[config.mk]
export PLATFORM = sky130hd
export DESIGN_NAME = isp_exposure_engine
export DESIGN_NICKNAME = d
export VERILOG_FILES = /design/src/rtl/isp_pkg.sv /design/src/rtl/isp_beat_fifo.sv /design/src/rtl/isp_exposure_engine.sv
export SDC_FILE = /design/constraint.sdc
export NUM_CORES = 1
export LEC_CHECK = 0
export ABC_AREA = 1
export CORE_MARGIN = 8
export CORE_UTILIZATION = 55
export CTS_BUF_LIST = sky130_fd_sc_hd__clkbuf_4 sky130_fd_sc_hd__clkbuf_8
export CTS_CLUSTER_DIAMETER = 30
export DETAILED_ROUTE_END_ITERATION = 12
export PLACE_DENSITY = 0.79
export SYNTH_ARGS = -nofsm -noshare
export SYNTH_HDL_FRONTEND = slang
export SYNTH_HIERARCHICAL = 1
export SYNTH_SLANG_ARGS = --single-unit
[constraint.sdc]
create_clock -name clk -period 10.55 [get_ports clk]
set_clock_uncertainty 0.15 [all_clocks]
set_input_delay 2.11 -clock clk [delete_from_list [all_inputs] [get_ports clk]]
set_output_delay 2.11 -clock clk [all_outputs]
set_load 0.005 [all_outputs]
[src/rtl/isp_pkg.sv]
// Shared constants, FSM state type and small helpers for the ISP exposure engine.
package isp_pkg;

  localparam logic [1:0] RATIO_QUARTER = 2'd0;
  localparam logic [1:0] RATIO_HALF    = 2'd1;
  localparam logic [1:0] RATIO_UNITY   = 2'd2;
  localparam logic [1:0] RATIO_DOUBLE  = 2'd3;

  localparam int unsigned         AXI_ID_W       = 4;
  localparam logic [AXI_ID_W-1:0] AXI_ID_RD      = 4'd0;
  localparam logic [AXI_ID_W-1:0] AXI_ID_WR      = 4'd1;
  localparam logic [1:0]          AXI_BURST_INCR = 2'b01;

  typedef enum logic [2:0] {
    S_IDLE,
    S_CHK,
    S_ADDR,
    S_DATA,
    S_WRESP,
    S_DONE
  } state_t;

  function automatic int unsigned avg_shift(input int unsigned ch_beats, input int unsigned lanes);
    return $clog2(ch_beats * lanes);
  endfunction

  function automatic logic [2:0] axi_size(input int unsigned dw);
    return 3'($clog2(dw / 8));
  endfunction

endpackage

[src/rtl/isp_beat_fifo.sv]
// Synchronous beat FIFO between the AXI read and write channels.
module isp_beat_fifo #(
  parameter int unsigned W     = 128,
  parameter int unsigned DEPTH = 4
) (
  input  logic         clk,
  input  logic         rst_n,
  input  logic         push,
  input  logic [W-1:0] din,
  input  logic         pop,
  output logic [W-1:0] dout,
  output logic         full,
  output logic         empty
);

  localparam int unsigned AW = $clog2(DEPTH);

  logic [W-1:0]  mem [DEPTH];
  logic [AW-1:0] wr_ptr;
  logic [AW-1:0] rd_ptr;
  logic [AW:0]   count;
  logic          do_push;
  logic          do_pop;

  assign full    = (count == (AW+1)'(DEPTH));
  assign empty   = (count == '0);
  // A push into a full FIFO is accepted when a pop frees the slot in the same cycle.
  assign do_push = push && (!full || pop);
  assign do_pop  = pop && !empty;
  assign dout    = mem[rd_ptr];

  always_ff @(posedge clk) begin
    if (!rst_n) begin
      wr_ptr <= '0;
      rd_ptr <= '0;
      count  <= '0;
    end else begin
      if (do_push) wr_ptr <= wr_ptr + 1'b1;
      if (do_pop)  rd_ptr <= rd_ptr + 1'b1;
      count <= count + {{AW{1'b0}}, do_push} - {{AW{1'b0}}, do_pop};
    end
  end

  always_ff @(posedge clk) begin
    if (do_push) mem[wr_ptr] <= din;
  end

endmodule

[src/rtl/isp_exposure_engine.sv]
// Auto-exposure engine: reads an R/G/B picture over AXI4, scales it, writes it back in place
// and reports the weighted luminance average; all-zero pictures are cached per picture index.
module isp_exposure_engine
  import isp_pkg::*;
#(
  parameter int unsigned AXI_DW     = 128,
  parameter int unsigned PIX_W      = 8,
  parameter int unsigned NUM_PIC    = 16,
  parameter int unsigned CH_BEATS   = 64,
  parameter logic [31:0] BASE_ADDR  = 32'h10000,
  parameter int unsigned FIFO_DEPTH = 4,
  localparam int unsigned PIC_W     = $clog2(NUM_PIC)
) (
  input  logic                clk,
  input  logic                rst_n,
  input  logic                in_valid,
  input  logic [PIC_W-1:0]    in_pic_no,
  input  logic [1:0]          in_ratio_mode,
  output logic                busy,
  output logic                out_valid,
  output logic [PIX_W-1:0]    out_data,
  output logic [AXI_ID_W-1:0] arid,
  output logic [31:0]         araddr,
  output logic [7:0]          arlen,
  output logic [2:0]          arsize,
  output logic [1:0]          arburst,
  output logic                arvalid,
  input  logic                arready,
  input  logic [AXI_DW-1:0]   rdata,
  input  logic [1:0]          rresp,
  input  logic                rlast,
  input  logic                rvalid,
  output logic                rready,
  output logic [AXI_ID_W-1:0] awid,
  output logic [31:0]         awaddr,
  output logic [7:0]          awlen,
  output logic [2:0]          awsize,
  output logic [1:0]          awburst,
  output logic                awvalid,
  input  logic                awready,
  output logic [AXI_DW-1:0]   wdata,
  output logic [AXI_DW/8-1:0] wstrb,
  output logic                wlast,
  output logic                wvalid,
  input  logic                wready,
  input  logic [1:0]          bresp,
  input  logic                bvalid,
  output logic                bready
);

  localparam int unsigned LANES     = AXI_DW / PIX_W;
  localparam int unsigned BEATS     = 3 * CH_BEATS;
  localparam int unsigned BEAT_W    = $clog2(BEATS);
  localparam int unsigned ACC_W     = PIX_W + $clog2(BEATS * LANES);
  localparam int unsigned SUM_W     = PIX_W + $clog2(LANES);
  localparam int unsigned AVG_SHIFT = avg_shift(CH_BEATS, LANES);
  localparam int unsigned PIC_BYTES = BEATS * AXI_DW / 8;

  state_t              state;
  state_t              state_nx;
  logic [PIC_W-1:0]    pic;
  logic [1:0]          ratio;
  logic                ar_done;
  logic                aw_done;
  logic [BEAT_W-1:0]   rd_cnt;
  logic [BEAT_W-1:0]   wr_cnt;
  logic [ACC_W-1:0]    acc;
  logic                any_nz;
  logic [NUM_PIC-1:0]  zero_flag;

  logic                bypass;
  logic                is_green;
  logic                r_fire;
  logic                w_fire;
  logic                fifo_full;
  logic                fifo_empty;
  logic [AXI_DW-1:0]   scaled;
  logic [SUM_W-1:0]    beat_sum;
  logic [PIX_W-1:0]    pix;
  logic [PIX_W-1:0]    spix;
  logic                unused_resp;

  assign bypass      = (ratio == RATIO_UNITY);
  assign is_green    = (rd_cnt >= BEAT_W'(CH_BEATS)) && (rd_cnt < BEAT_W'(2 * CH_BEATS));
  assign r_fire      = rvalid && rready;
  assign w_fire      = wvalid && wready;
  assign unused_resp = ^{rresp, bresp};

  assign arid    = AXI_ID_RD;
  assign araddr  = BASE_ADDR + 32'(pic) * 32'(PIC_BYTES);
  assign arlen   = 8'(BEATS - 1);
  assign arsize  = axi_size(AXI_DW);
  assign arburst = AXI_BURST_INCR;
  assign awid    = AXI_ID_WR;
  assign awaddr  = araddr;
  assign awlen   = 8'(BEATS - 1);
  assign awsize  = axi_size(AXI_DW);
  assign awburst = AXI_BURST_INCR;
  assign wstrb   = '1;
  assign wlast   = (wr_cnt == BEAT_W'(BEATS - 1));

  // Per-lane scaling, then R/B weighted 1/4 and G weighted 1/2 into one beat sum.
  always_comb begin
    scaled   = '0;
    beat_sum = '0;
    pix      = '0;
    spix     = '0;
    for (int unsigned i = 0; i < LANES; i++) begin
      pix = rdata[i*PIX_W +: PIX_W];
      unique case (ratio)
        RATIO_QUARTER: spix = pix >> 2;
        RATIO_HALF:    spix = pix >> 1;
        RATIO_UNITY:   spix = pix;
        RATIO_DOUBLE:  spix = pix[PIX_W-1] ? '1 : (pix << 1);
      endcase
      scaled[i*PIX_W +: PIX_W] = spix;
      beat_sum = beat_sum + SUM_W'(is_green ? (spix >> 1) : (spix >> 2));
    end
  end

  isp_beat_fifo #(
    .W     (AXI_DW),
    .DEPTH (FIFO_DEPTH)
  ) u_fifo (
    .clk   (clk),
    .rst_n (rst_n),
    .push  (r_fire && !bypass),
    .din   (scaled),
    .pop   (w_fire),
    .dout  (wdata),
    .full  (fifo_full),
    .empty (fifo_empty)
  );

  always_comb begin
    state_nx  = state;
    busy      = (state != S_IDLE);
    out_valid = 1'b0;
    out_data  = '0;
    arvalid   = 1'b0;
    awvalid   = 1'b0;
    rready    = 1'b0;
    wvalid    = 1'b0;
    bready    = 1'b0;
    unique case (state)
      S_IDLE: if (in_valid) state_nx = S_CHK;
      S_CHK:  state_nx = zero_flag[pic] ? S_DONE : S_ADDR;
      S_ADDR: begin
        arvalid = !ar_done;
        awvalid = !bypass && !aw_done;
        if ((ar_done || arready) && (bypass || aw_done || awready)) state_nx = S_DATA;
      end
      S_DATA: begin
        if (bypass) begin
          rready = 1'b1;
          if (rvalid && rlast) state_nx = S_DONE;
        end else begin
          rready = !fifo_full;
          wvalid = !fifo_empty;
          if (!fifo_empty && wready && wlast) state_nx = S_WRESP;
        end
      end
      S_WRESP: begin
        bready = 1'b1;
        if (bvalid) state_nx = S_DONE;
      end
      S_DONE: begin
        out_valid = 1'b1;
        out_data  = PIX_W'(acc >> AVG_SHIFT);
        state_nx  = S_IDLE;
      end
      default: state_nx = S_IDLE;
    endcase
  end

  always_ff @(posedge clk) begin
    if (!rst_n) begin
      state     <= S_IDLE;
      pic       <= '0;
      ratio     <= '0;
      ar_done   <= 1'b0;
      aw_done   <= 1'b0;
      rd_cnt    <= '0;
      wr_cnt    <= '0;
      acc       <= '0;
      any_nz    <= 1'b0;
      zero_flag <= '0;
    end else begin
      state <= state_nx;
      if (state == S_IDLE && in_valid) begin
        pic     <= in_pic_no;
        ratio   <= in_ratio_mode;
        ar_done <= 1'b0;
        aw_done <= 1'b0;
        rd_cnt  <= '0;
        wr_cnt  <= '0;
        acc     <= '0;
        any_nz  <= 1'b0;
      end
      if (arvalid && arready) ar_done <= 1'b1;
      if (awvalid && awready) aw_done <= 1'b1;
      if (r_fire) begin
        acc    <= acc + ACC_W'(beat_sum);
        any_nz <= any_nz | (|scaled);
        rd_cnt <= (rd_cnt == BEAT_W'(BEATS - 1)) ? '0 : rd_cnt + 1'b1;
      end
      if (w_fire) wr_cnt <= wlast ? '0 : wr_cnt + 1'b1;
      // A cache hit arrives here with any_nz still clear, so its flag simply stays set.
      if (state == S_DONE && !any_nz) zero_flag[pic] <= 1'b1;
    end
  end

endmodule
==> results_dict.tcl <==
set metrics [dict create \
    rows 88 \
    grt_overflow 0 \
    core_sq_mm 0.0577 \
    ctsHtreeMaxLevel 3 \
    netlist_instances 3436 \
    die_h_um 258 \
    die_w_um 258 \
    period_minus_slack_ps 8250 \
    cts_buffers 111 \
    synth-seq-cells 583 \
    arrival_ps 8690 \
    placed_area_sq_mm 0.0350 \
    hold_viol_final 0 \
    slew_violations 0 \
    worst_pin_slew_ps 1180 \
    slowest_stage "fa_1" \
    finalSetupTns_ps 0 \
    highest_layer "met5" \
    synth-edff-count 512 \
    cts_resized 0 \
    drt-initial-drc-count 2450 \
    cp_slowest_stage_delay_ps 640 \
    routed_via_density 5.54 \
    drt_pass1_iterations 6 \
    worstPathMaxFanout 8 \
    clockBufferDepth 3 \
    status "complete, no violations" \
    setup-violations-final 0 \
    initial_utilization 0.557 \
    yosys.area.top_type "edfxtp_1" \
    synth_area_sq_mm 0.0321 \
    ant_nets 0 \
    relSlewSlack 0.213 \
    synth_common_cells "571 x nand2_1, 512 x edfxtp_1, 481 x nor2_1, 397 x inv_1, 348 x o21ai_0" \
    path_common_cell "inv_1" \
    cts_setup_buffers 0 \
    synth_most_common_cell "nand2_1" \
    globalplace.congestion 0.942 \
    synth_area_leaders "edfxtp_1 48%, nand2_1 6.7%, fa_1 6.5%" \
    cts_tree "yes" \
    area_growth_pct 16.6 \
    ff2ff_path_depth 27 \
    max_cap_violations 0 \
    clk_latency_ps 720 \
    worstSetupPathType "input pin to register" \
    grt_pass1_vias 24400 \
    synthDistinctLibCells 42 \
    drive_above_1_share 0.0876 \
    yosys_most_used_dff "edfxtp_1" \
    yosysWarnings 6 \
    synth_area_per_cell_sq_um 9.35 \
    rsz0062_at_grt "no" \
    fin_area_sq_mm 0.0375 \
    hold_buffers 0 \
    grt_max_degree 219 \
    timing.fmax_ghz 0.121 \
    grt_pass1_wl_um 139000 \
    synth_top_area_share 0.478 \
    dr_wl_met2_um 43000 \
    hpwlAfterDp_um 60600 \
    portBuffers 298 \
    io_pins 405 \
    root_buffer "clkbuf_8" \
    wl_met3_um 9530 \
    yosysSeqAreaShare 0.523 \
    crit_required_ps 10990 \
    start_kind "input pin" \
    route.detailed.drc 0 \
    grtUsageTotal 0.265 \
    nNetsFinal 3994 \
    min_path_type "register to register" \
    dieArea_sq_mm 0.0664 \
    async_reset_ff_frac 0 \
    met1_length_um 34000 \
    period_share 0.782 \
    vias 25200 \
    cp-end-kind "register" \
    cts.sinks 583 \
    holdPathStages 2 \
    antenna_found_initial 17 \
    wl_per_cell_um 19.9 \
    cts.clk_slew.worst_paths_ps 60 \
    drt_wl_total_um 90600 \
]
-- cell usage in the layout (no fill, tap or decap), drive strengths merged --
cell           instances
diode                  5
a21o                   2
nor2                 512
o211a                  1
edfxtp               512
nand4                 10
clkinvlp              10
a211oi                 2
nand2                572
clkbuf               141
conb                 102
nor3                  17
o221ai                 3
o21a                   1
o21bai                 3
o2111ai                3
a21oi                 72
o21ai                476
clkinv                42
a221oi                 3
clkdlybuf4s50        298
o211ai                10
fa                   104
nand3                157
dfxtp                 71
inv                  409
o22ai                138
or2                   10
buf                   33
xnor2                  2
a31oi                  9
xor2                   4
nand3b                 1
bufinv                12
ha                    46
-- state kept, by name (all words and copies together), names as in the netlist, named ones only --
| name | count |
|---|---|
| acc | 18 |
| any_nz | 1 |
| ar_done | 1 |
| aw_done | 1 |
| pic | 4 |
| ratio | 2 |
| rd_cnt | 8 |
| state | 3 |
| u_fifo/count | 3 |
| u_fifo/mem | 512 |
| u_fifo/rd_ptr | 2 |
| u_fifo/wr_ptr | 2 |
| wr_cnt | 8 |
| zero_flag | 16 |
-- through the flow --
| step | std cells | util | setup WS [ps] | hold WS (ps) |
|---|---|---|---|---|
| global route | 4558 | 0.649 | 1760 | 335 |
| finish | 4558 | 0.649 | 2300 | 307 |
| floorplan | 3536 | - | 1500 | 281 |
| CTS | 4553 | 0.649 | 2400 | 310 |
| global placement | 4349 | 0.607 | 1690 | 291 |
| detailed placement | 4349 | 0.607 | 1670 | 299 |
-- area by class of cell --
type	instances	area [sq um]
Tap cell	765	957
Inverter	410	1550
Multi-Input combinational cell	2260	12400
Timing Repair Buffer	331	3260
Antenna cell	5	12.5
Clock inverter	63	679
Fill cell	4593	20200
Sequential cell	583	16800
Clock buffer	141	1780
-- critical path: cells and delay by family --
family	cells	cell delay, ps
fa+ha+maj	7	3420
compound gates	6	1070
simple gates	10	990
buf+inv	8	1130
-- cell families after synthesis --
family                     synth area share
AOI/OAI and AO/OA                     0.129
xor gates and xnor gates            0.00164
adders and majority gates            0.0827
buffers and inverters                 0.104
DFF                                   0.523
other                              0.000234
and+or+nand+nor                       0.160
-- path summary, 6_finish.rpt --
check | start | endpoint | slack (ps)
hold reg to reg | zero_flag[10] | zero_flag[10] | 310
setup / recovery | rdata[87] | acc[14] | 2300
hold / removal | zero_flag[10] | zero_flag[10] | 310
setup reg to reg | rd_cnt[6] | acc[14] | 2430
-- routing by layer --
metal | vias to the layer above | track usage
li1 | 11800 | -
met1 | 11800 | 0.330
met2 | 1297 | 0.430
met3 | 250 | 0.0697
met4 | 20 | 0.124
met5 | - | 0
Power is not shown: default switching activity piles up to over one toggle a cycle in this logic, so the estimate is an artifact.
